File: src/rtl/axi4_cdc_pkg.sv
// Shared definitions for the 39-bit AXI4 write CDC FIFO word stream (packer and unpacker).
package axi4_cdc_pkg;

  localparam int unsigned FIFO_W    = 39;
  localparam int unsigned TYPE_W    = 2;
  localparam int unsigned PAYLOAD_W = FIFO_W - TYPE_W;

  localparam int unsigned ADDR_W   = 32;
  localparam int unsigned DATA_W   = 32;
  localparam int unsigned STRB_W   = 4;
  localparam int unsigned LEN_W    = 8;
  localparam int unsigned SIZE_W   = 3;
  localparam int unsigned BURST_W  = 2;
  localparam int unsigned ID_MAX_W = 5;

  // Payload field offsets
  localparam int unsigned HDR0_ID_LSB    = 32;
  localparam int unsigned HDR1_BURST_LSB = 24;
  localparam int unsigned HDR1_SIZE_LSB  = 26;
  localparam int unsigned HDR1_LEN_LSB   = 29;
  localparam int unsigned DATA_STRB_LSB  = 32;
  localparam int unsigned DATA_LAST_BIT  = 36;

  typedef enum logic [TYPE_W-1:0] {
    WORD_DATA = 2'b01,
    WORD_HDR0 = 2'b10,
    WORD_HDR1 = 2'b11
  } word_type_e;

  typedef enum logic [1:0] {
    ST_IDLE = 2'd0,
    ST_HDR0 = 2'd1,
    ST_HDR1 = 2'd2,
    ST_DATA = 2'd3
  } state_e;

  // Captured AW request; id is zero-extended to the widest legal ID
  typedef struct packed {
    logic [ID_MAX_W-1:0] id;
    logic [ADDR_W-1:0]   addr;
    logic [LEN_W-1:0]    len;
    logic [SIZE_W-1:0]   size;
    logic [BURST_W-1:0]  burst;
  } aw_req_t;

  function automatic logic [FIFO_W-1:0] pack_word(word_type_e kind, logic [PAYLOAD_W-1:0] payload);
    return {kind, payload};
  endfunction

endpackage

File: src/rtl/axi4_cdc_wr_packer_if.sv
// AXI4 AW/W inport plus CDC FIFO push port of the write-side packer.
interface axi4_cdc_wr_packer_if #(
  parameter int unsigned ID_W = 4
);
  import axi4_cdc_pkg::*;

  logic                 inport_awvalid_i;
  logic [ADDR_W-1:0]    inport_awaddr_i;
  logic [ID_W-1:0]      inport_awid_i;
  logic [LEN_W-1:0]     inport_awlen_i;
  logic [SIZE_W-1:0]    inport_awsize_i;
  logic [BURST_W-1:0]   inport_awburst_i;
  logic                 inport_awready_o;
  logic                 inport_wvalid_i;
  logic [DATA_W-1:0]    inport_wdata_i;
  logic [STRB_W-1:0]    inport_wstrb_i;
  logic                 inport_wlast_i;
  logic                 inport_wready_o;
  logic                 fifo_push_o;
  logic [FIFO_W-1:0]    fifo_data_o;
  logic                 fifo_full_i;

  modport master (
    output inport_awvalid_i, inport_awaddr_i, inport_awid_i, inport_awlen_i,
           inport_awsize_i, inport_awburst_i, inport_wvalid_i, inport_wdata_i,
           inport_wstrb_i, inport_wlast_i, fifo_full_i,
    input  inport_awready_o, inport_wready_o, fifo_push_o, fifo_data_o
  );

  modport slave (
    input  inport_awvalid_i, inport_awaddr_i, inport_awid_i, inport_awlen_i,
           inport_awsize_i, inport_awburst_i, inport_wvalid_i, inport_wdata_i,
           inport_wstrb_i, inport_wlast_i, fifo_full_i,
    output inport_awready_o, inport_wready_o, fifo_push_o, fifo_data_o
  );

endinterface

File: src/rtl/axi4_cdc_wr_packer.sv
// Serialises an AXI4 AW + W burst into HDR0, HDR1, DATA... words for the write-domain CDC FIFO.
// Optional macro AXI4_WR_PACKER_LEN_CHECK_EN frames bursts on awlen and flags wlast mismatches.
module axi4_cdc_wr_packer
  import axi4_cdc_pkg::*;
#(
  parameter int unsigned ID_W = 4
) (
  input  logic                 wr_clk_i,
  input  logic                 wr_rst_i,
  axi4_cdc_wr_packer_if.slave  bus,
  output logic                 busy_o,
  output logic                 err_o
);

  state_e                 state;
  state_e                 state_nxt;
  aw_req_t                aw_q;
  logic [LEN_W-1:0]       beat_cnt;
  logic [ID_W-1:0]        awid;
  logic                   beat_c;
  logic                   last_c;
  logic [PAYLOAD_W-1:0]   hdr0_payload_c;
  logic [PAYLOAD_W-1:0]   hdr1_payload_c;
  logic [PAYLOAD_W-1:0]   data_payload_c;

  assign awid   = bus.inport_awid_i;
  assign beat_c = (state == ST_DATA) && bus.inport_wvalid_i && !bus.fifo_full_i;

`ifdef AXI4_WR_PACKER_LEN_CHECK_EN
  logic len_hit_c;

  // Framing follows the captured awlen, not the master's wlast
  assign len_hit_c = (beat_cnt == aw_q.len);
  assign last_c    = len_hit_c;

  always_ff @(posedge wr_clk_i or posedge wr_rst_i) begin
    if (wr_rst_i) begin
      err_o <= 1'b0;
    end else if (beat_c && (bus.inport_wlast_i != len_hit_c)) begin
      err_o <= 1'b1;
    end
  end
`else
  assign last_c = bus.inport_wlast_i;
  assign err_o  = 1'b0;
`endif

  // State register; busy is registered alongside it
  always_ff @(posedge wr_clk_i or posedge wr_rst_i) begin
    if (wr_rst_i) begin
      state  <= ST_IDLE;
      busy_o <= 1'b0;
    end else begin
      state  <= state_nxt;
      busy_o <= (state_nxt != ST_IDLE);
    end
  end

  // Next-state logic
  always_comb begin
    state_nxt = state;
    unique case (state)
      ST_IDLE: if (bus.inport_awvalid_i) state_nxt = ST_HDR0;
      ST_HDR0: if (!bus.fifo_full_i)     state_nxt = ST_HDR1;
      ST_HDR1: if (!bus.fifo_full_i)     state_nxt = ST_DATA;
      ST_DATA: if (beat_c && last_c)     state_nxt = ST_IDLE;
      default:                           state_nxt = ST_IDLE;
    endcase
  end

  // AW capture and beat counter
  always_ff @(posedge wr_clk_i or posedge wr_rst_i) begin
    if (wr_rst_i) begin
      aw_q     <= '0;
      beat_cnt <= '0;
    end else if ((state == ST_IDLE) && bus.inport_awvalid_i) begin
      aw_q     <= '{id:    ID_MAX_W'(awid),
                    addr:  bus.inport_awaddr_i,
                    len:   bus.inport_awlen_i,
                    size:  bus.inport_awsize_i,
                    burst: bus.inport_awburst_i};
      beat_cnt <= '0;
    end else if (beat_c) begin
      beat_cnt <= beat_cnt + LEN_W'(1);
    end
  end

  assign hdr0_payload_c = (PAYLOAD_W'(aw_q.id) << HDR0_ID_LSB)
                        | PAYLOAD_W'(aw_q.addr);
  assign hdr1_payload_c = (PAYLOAD_W'(aw_q.len)   << HDR1_LEN_LSB)
                        | (PAYLOAD_W'(aw_q.size)  << HDR1_SIZE_LSB)
                        | (PAYLOAD_W'(aw_q.burst) << HDR1_BURST_LSB);
  assign data_payload_c = (PAYLOAD_W'(last_c)             << DATA_LAST_BIT)
                        | (PAYLOAD_W'(bus.inport_wstrb_i) << DATA_STRB_LSB)
                        | PAYLOAD_W'(bus.inport_wdata_i);

  // Output decode: push/data/wready are combinational so a W beat costs no extra cycle
  always_comb begin
    bus.inport_awready_o = 1'b0;
    bus.inport_wready_o  = 1'b0;
    bus.fifo_push_o      = 1'b0;
    bus.fifo_data_o      = '0;
    unique case (state)
      ST_IDLE: bus.inport_awready_o = 1'b1;
      ST_HDR0: begin
        bus.fifo_push_o = 1'b1;
        bus.fifo_data_o = pack_word(WORD_HDR0, hdr0_payload_c);
      end
      ST_HDR1: begin
        bus.fifo_push_o = 1'b1;
        bus.fifo_data_o = pack_word(WORD_HDR1, hdr1_payload_c);
      end
      ST_DATA: begin
        bus.inport_wready_o = !bus.fifo_full_i;
        bus.fifo_push_o     = bus.inport_wvalid_i;
        if (bus.inport_wvalid_i) bus.fifo_data_o = pack_word(WORD_DATA, data_payload_c);
      end
      default: ;
    endcase
  end

endmodule
File: src/flat_wrapper.sv
// flat-port wrapper written by rule: the top's interface ports become plain ports
module axi4_cdc_wr_packer_flat import axi4_cdc_pkg::*;
#(
  parameter int unsigned ID_W = 4
)
  (wr_clk_i, wr_rst_i, busy_o, err_o, bus_inport_awvalid_i, bus_inport_awaddr_i, bus_inport_awid_i, bus_inport_awlen_i, bus_inport_awsize_i, bus_inport_awburst_i, bus_inport_wvalid_i, bus_inport_wdata_i, bus_inport_wstrb_i, bus_inport_wlast_i, bus_fifo_full_i, bus_inport_awready_o, bus_inport_wready_o, bus_fifo_push_o, bus_fifo_data_o);
  axi4_cdc_wr_packer_if #(.ID_W(ID_W)) bus_i ();
  input  logic wr_clk_i;
  input  logic wr_rst_i;
  output logic busy_o;
  output logic err_o;
  input wire logic [$bits(bus_i.inport_awvalid_i)-1:0] bus_inport_awvalid_i;
  input wire logic [$bits(bus_i.inport_awaddr_i)-1:0] bus_inport_awaddr_i;
  input wire logic [$bits(bus_i.inport_awid_i)-1:0] bus_inport_awid_i;
  input wire logic [$bits(bus_i.inport_awlen_i)-1:0] bus_inport_awlen_i;
  input wire logic [$bits(bus_i.inport_awsize_i)-1:0] bus_inport_awsize_i;
  input wire logic [$bits(bus_i.inport_awburst_i)-1:0] bus_inport_awburst_i;
  input wire logic [$bits(bus_i.inport_wvalid_i)-1:0] bus_inport_wvalid_i;
  input wire logic [$bits(bus_i.inport_wdata_i)-1:0] bus_inport_wdata_i;
  input wire logic [$bits(bus_i.inport_wstrb_i)-1:0] bus_inport_wstrb_i;
  input wire logic [$bits(bus_i.inport_wlast_i)-1:0] bus_inport_wlast_i;
  input wire logic [$bits(bus_i.fifo_full_i)-1:0] bus_fifo_full_i;
  output wire logic [$bits(bus_i.inport_awready_o)-1:0] bus_inport_awready_o;
  output wire logic [$bits(bus_i.inport_wready_o)-1:0] bus_inport_wready_o;
  output wire logic [$bits(bus_i.fifo_push_o)-1:0] bus_fifo_push_o;
  output wire logic [$bits(bus_i.fifo_data_o)-1:0] bus_fifo_data_o;
  assign bus_i.inport_awvalid_i = bus_inport_awvalid_i;
  assign bus_i.inport_awaddr_i = bus_inport_awaddr_i;
  assign bus_i.inport_awid_i = bus_inport_awid_i;
  assign bus_i.inport_awlen_i = bus_inport_awlen_i;
  assign bus_i.inport_awsize_i = bus_inport_awsize_i;
  assign bus_i.inport_awburst_i = bus_inport_awburst_i;
  assign bus_i.inport_wvalid_i = bus_inport_wvalid_i;
  assign bus_i.inport_wdata_i = bus_inport_wdata_i;
  assign bus_i.inport_wstrb_i = bus_inport_wstrb_i;
  assign bus_i.inport_wlast_i = bus_inport_wlast_i;
  assign bus_i.fifo_full_i = bus_fifo_full_i;
  assign bus_inport_awready_o = bus_i.inport_awready_o;
  assign bus_inport_wready_o = bus_i.inport_wready_o;
  assign bus_fifo_push_o = bus_i.fifo_push_o;
  assign bus_fifo_data_o = bus_i.fifo_data_o;
  axi4_cdc_wr_packer #(.ID_W(ID_W)) u_core (.wr_clk_i(wr_clk_i), .wr_rst_i(wr_rst_i), .bus(bus_i), .busy_o(busy_o), .err_o(err_o));
endmodule
File: config.mk
export PLATFORM = sky130hd
export DESIGN_NAME = axi4_cdc_wr_packer_flat
export DESIGN_NICKNAME = d
export VERILOG_FILES = /design/src/rtl/axi4_cdc_pkg.sv /design/src/rtl/axi4_cdc_wr_packer_if.sv /design/src/rtl/axi4_cdc_wr_packer.sv /design/src/flat_wrapper.sv
export SDC_FILE = /design/constraint.sdc
export NUM_CORES = 1
export LEC_CHECK = 0
export CAP_MARGIN = 30
export CORE_ASPECT_RATIO = 1.1
export CORE_MARGIN = 2
export CORE_UTILIZATION = 43
export CTS_CLUSTER_DIAMETER = 80
export DETAILED_ROUTE_END_ITERATION = 10
export HOLD_SLACK_MARGIN = 0.08
export PLACE_DENSITY = 0.83
export SYNTH_ARGS = -nofsm -noshare
export SYNTH_HDL_FRONTEND = slang
export SYNTH_SLANG_ARGS = --single-unit
File: constraint.sdc
create_clock -name wr_clk_i -period 4.08 [get_ports wr_clk_i]
set_input_delay 0.816 -clock wr_clk_i [delete_from_list [all_inputs] [get_ports wr_clk_i]]
set_output_delay 0.816 -clock wr_clk_i [all_outputs]
set_load 0.01 [all_outputs]
Word level (Yosys, flattened, before mapping)
Cells that the tools add are included.
{ "op_classes": {"eq_ne": 3, "muxes": 10, "bitwise_logic": 5, "n_reduce_logical": 8} }
{ "ops": {"columns": ["operator", "n"], "rows": [
  ["39-bit one-hot mux with 3 select lines", 1],
  ["38-bit two-way mux", 1],
  ["37-bit by 26-bit OR with 37-bit output", 1],
  ["37-bit by 29-bit OR with 37-bit output", 1],
  ["37-bit by 32-bit OR with 37-bit output", 1],
  ["37-bit by 36-bit OR with 37-bit output", 1],
  ["36-bit by 32-bit OR with 36-bit output", 1],
  ["2-bit two-way mux", 4],
  ["2-bit one-hot mux with 4 select lines", 1],
  ["2-bit equality test (second input constant)", 2],
  ["1-bit logical AND", 4],
  ["2-bit by 1-bit equality test with 1-bit output (second input constant)", 1],
  ["2-bit logical NOT", 1],
  ["1-bit two-way mux", 2],
  ["1-bit one-hot mux with 2 select lines", 1],
  ["2-bit nonzero test", 1],
  ["2-bit OR reduction", 1],
  ["1-bit logical NOT", 1]
]} }
{ "totals": {"register_bits": 52, "output_inout_bits": 44, "word_cells": 33} }

Longest topological paths before layout
{ "depth": {"ltp_word": 7, "ltp_mapped": 7} }

Least setup slack after synthesis
Ideal clock, no wire load.
{ "synth_timing": {"path_kind": "in2out", "from": "input bus_inport_wvalid_i", "to": "output bus_fifo_data_o[24]", "arrival_ns": 1.456, "setup_slack_ns": 1.808, "stages": 4, "path_buffers": 1, "cell_sequence": "and2_4 -> buf_6 -> a222oi_1 -> nor2_1"} }
{ "synth_between": {"elab_chain_len": 2} }
{ "synth_rtl": {"columns": ["item", "line_no", "text"], "rows": [
  ["from (decl)", "flat_wrapper.sv:18", "input wire logic [$bits(bus_i.inport_wvalid_i)-1:0] bus_inport_wvalid_i;"],
  ["38-bit two-way mux", "axi4_cdc_wr_packer.sv:116", "if (bus.inport_wvalid_i) bus.fifo_data_o = pack_word(WORD_DATA, data_payload_c);"],
  ["39-bit one-hot mux with 3 select lines", "axi4_cdc_wr_packer.sv:103", "unique case (state)"],
  ["to (decl)", "flat_wrapper.sv:26", "output wire logic [$bits(bus_i.fifo_data_o)-1:0] bus_fifo_data_o;"]
]} }
No other way between the ends.

Worst setup path in the final report
Same ends and word-level chain as after synthesis.

==> reports/metrics.yaml <==
power_and_ir_drop:
  combPwrFrac_pct: 53.9
  p_leak_uw: 0.00164
  irDropWorstVdd_uv: 380
  powerDensity_mw_per_mm2: 664
  switchingPower_uw: 941
  seqPwrFrac_pct: 34.5
  p_clk_share_pct: 11.6
  p_int_uw: 1760
  power_switching_share_pct: 34.8
die:
  core_mm2: 0.00584
  start_util_pct: 45.1
  dieArea_mm2: 0.00678
  row_count: 29
  io_pins: 135
  die_x_um: 78.7
  die_y_um: 86.1
critical_path:
  crit_path_end: "bus_fifo_data_o[24]"
  r2r_start: "u_core.state[1]"
  start_kind: "input port"
  cp.required_ps: 3260
  rrSetupSlack_ps: 1450
  crit_type: "input port to primary output"
  r2r_end: "u_core.aw_q[14]"
  cp-startpoint: "bus_inport_wvalid_i"
  critPathArrivalTime_ps: 2570
  rr_worst_depth: 5
  critPathMaxFanout: 39
  crit_path_end_kind: "primary output"
placement:
  dp_slack_ps: 674
  dp_hpwl_mm: 5.26
  gp_congestion: 0.734
  port-buffer-count: 133
global_route:
  overflow: 0
  grt_pass1_vias: 2359
  grt_max_degree: 51
  grtUsageTotal_pct: 21.3
  grt_pass1_wl_mm: 11.3
  antenna_found_initial: 0
routing:
  first_pass_iters: 6
  drc_errors: 0
  initialDrtViolationCount: 104
  vias: 2268
  wire_per_inst_um: 16.8
  finalWirelength_mm: 7.13
  avgViaCountPerCell: 5.35
  ant_nets: 0
timing:
  max-slew-margin-rel_pct: 39.7
  finalCriticalPeriod_ps: 3390
  setup_viol_count_final: 0
  worst_slack_ps: 691
  tightest_slew_ps: 905
  fin_crit_sh_pct: 83.1
  slew_viol_final: 0
  rsz0062_at_grt: "no"
  hold_ws_ps: 510
  fmax_mhz: 295
  clock_skew_ps: 6.14
  fin_setup_tns_ps: 0
  final-hold-violation-count: 0
yosys:
  ys_seq_area_share_pct: 49.3
  synth_nets: 317
  syn_area_per_cell_um2: 11.9
  synth.area.top_cells: "dfrtp_1 49%, mux2_2 19%, a22oi_1 7.1%"
  yosysUniqueCellTypes: 26
  synth_top_cell_area_share_pct: 49.3
  ys_seq_elements: 52
  syn-instance-count: 222
  yosysWarnings: 0
  syn-cell-area_mm2: 0.00264
  synth_top_area_cell: "dfrtp_1"
final_layout:
  nNetsFinal: 442
  area.growth.synth_to_final_pct: 54.4
  n_antenna_cell: 0
  mostFrequentLayoutCells: "133 x clkdlybuf4s50_1, 52 x dfrtp_1, 45 x mux2_2"
  drive_gt1_share_pct: 17.9
  final_common_cell: "clkdlybuf4s50_1"
clocking:
  cts.sinks: 52
  cts-root-buf: "clkbuf_8"
  clock_path_buffers: 2
  cts_tree: "built"
  numCtsBuffers: 5
  clk_pin_slew_ps: 90
  post_cts_resized: 0
  post-cts-setup-buffers: 0
  insertion_delay_ps: 300
  htreeDepth: 2
  hold_buffers: 0
run:
  maxCapViolations: 0
min_path:
  min_path_type: "register to register"
outcome:
  status: "finished, final reports clean"
-- worst max-delay path, stage by stage --
cell	delay [ps]
clkdlybuf4s50_1	480
and2_4	420
a222oi_1	160
nor2_1	120
clkdlybuf4s50_1	560
-- metrics by stage --
step	util, %	area [µm²]	std cells	power [µW]
4_1_cts	69.7	4070	424	2730
3_3_place_gp	67.7	3960	416	2370
6_report	69.7	4070	424	2700
5_1_grt	69.7	4070	424	2890
3_5_place_dp	68.1	3980	417	2420
2_1_floorplan	-	2640	222	1810
-- sequential cells by signal, indices dropped and copies added, names as in the netlist --
name / count
u_core.aw_q: 49
u_core.state: 2
u_core.busy_o: 1
-- layout make-up --
| type | count | area, µm² |
|---|---|---|
| fillers | 448 | 1770 |
| repair buffers | 138 | 1380 |
| flip-flops and latches | 52 | 1300 |
| multi-input cells | 146 | 1180 |
| clock buffers | 7 | 96.3 |
| well taps | 77 | 96.3 |
| inverters | 4 | 15.0 |
-- synthesized netlist by cell type --
library cell,number
buf_4,2
a22oi_1,25
o22ai_1,1
nand2_4,1
and2_4,1
and2_1,1
nand2_1,1
a221oi_2,2
mux2_1,4
nor2b_1,1
o21ai_0,1
inv_1,4
o21a_1,1
nor2_1,41
buf_2,9
dfrtp_1,52
or2_1,1
o311a_1,1
nand3b_1,1
nand2b_1,1
buf_6,6
a222oi_1,12
conb_1,1
ha_1,4
mux2_2,45
clkbuf_1,3
-- metal layers --
| metal | up-vias | routed length (µm) | track usage [%] |
|---|---|---|---|
| met5 | - | 0 | 0 |
| met4 | 0 | 148 | 8.29 |
| met3 | 13 | 296 | 2.95 |
| met2 | 66 | 3990 | 38.7 |
| met1 | 1129 | 2700 | 25.3 |
| li1 | 1060 | - | - |
-- kinds of logic (layout without fill, tap and decap cells) --
| kind of cell | count (synthesis) | count (layout) | share of synthesized area, % |
|---|---|---|---|
| buffers and inverters | 24 | 149 | 5.83 |
| flip-flops | 52 | 52 | 49.3 |
| other | 1 | 1 | 0.142 |
| AO/OA/AOI/OAI | 43 | 43 | 13.9 |
| AND/OR/NAND/NOR | 49 | 49 | 7.97 |
| multiplexers | 49 | 49 | 20.9 |
| adder cells (fa/ha/maj) | 4 | 4 | 1.90 |
-- power groups by stage --
stage                     logic [µW]  registers (µW)  clock network (µW)
after floorplan                  926             886                   0
after global placement          1440             930                   0
after detailed placement        1480             941                   0
after CTS                       1480             930                 322
after global routing            1590             959                 340
final                           1460             933                 313
-- how the worst min path moves through the flow --
stage / depth (start not counted) / start / slack, ps / end
2_1_floorplan: 1 / u_core.aw_q[1] / 460 / u_core.aw_q[1]
3_3_place_gp: 1 / u_core.aw_q[34] / 480 / u_core.aw_q[34]
3_5_place_dp: 1 / u_core.aw_q[34] / 490 / u_core.aw_q[34]
4_1_cts: 1 / u_core.aw_q[34] / 510 / u_core.aw_q[34]
5_1_grt: 1 / u_core.aw_q[34] / 510 / u_core.aw_q[34]
6_report: 1 / u_core.aw_q[34] / 510 / u_core.aw_q[34]
Note: power is estimated with default switching activity, not from simulation.
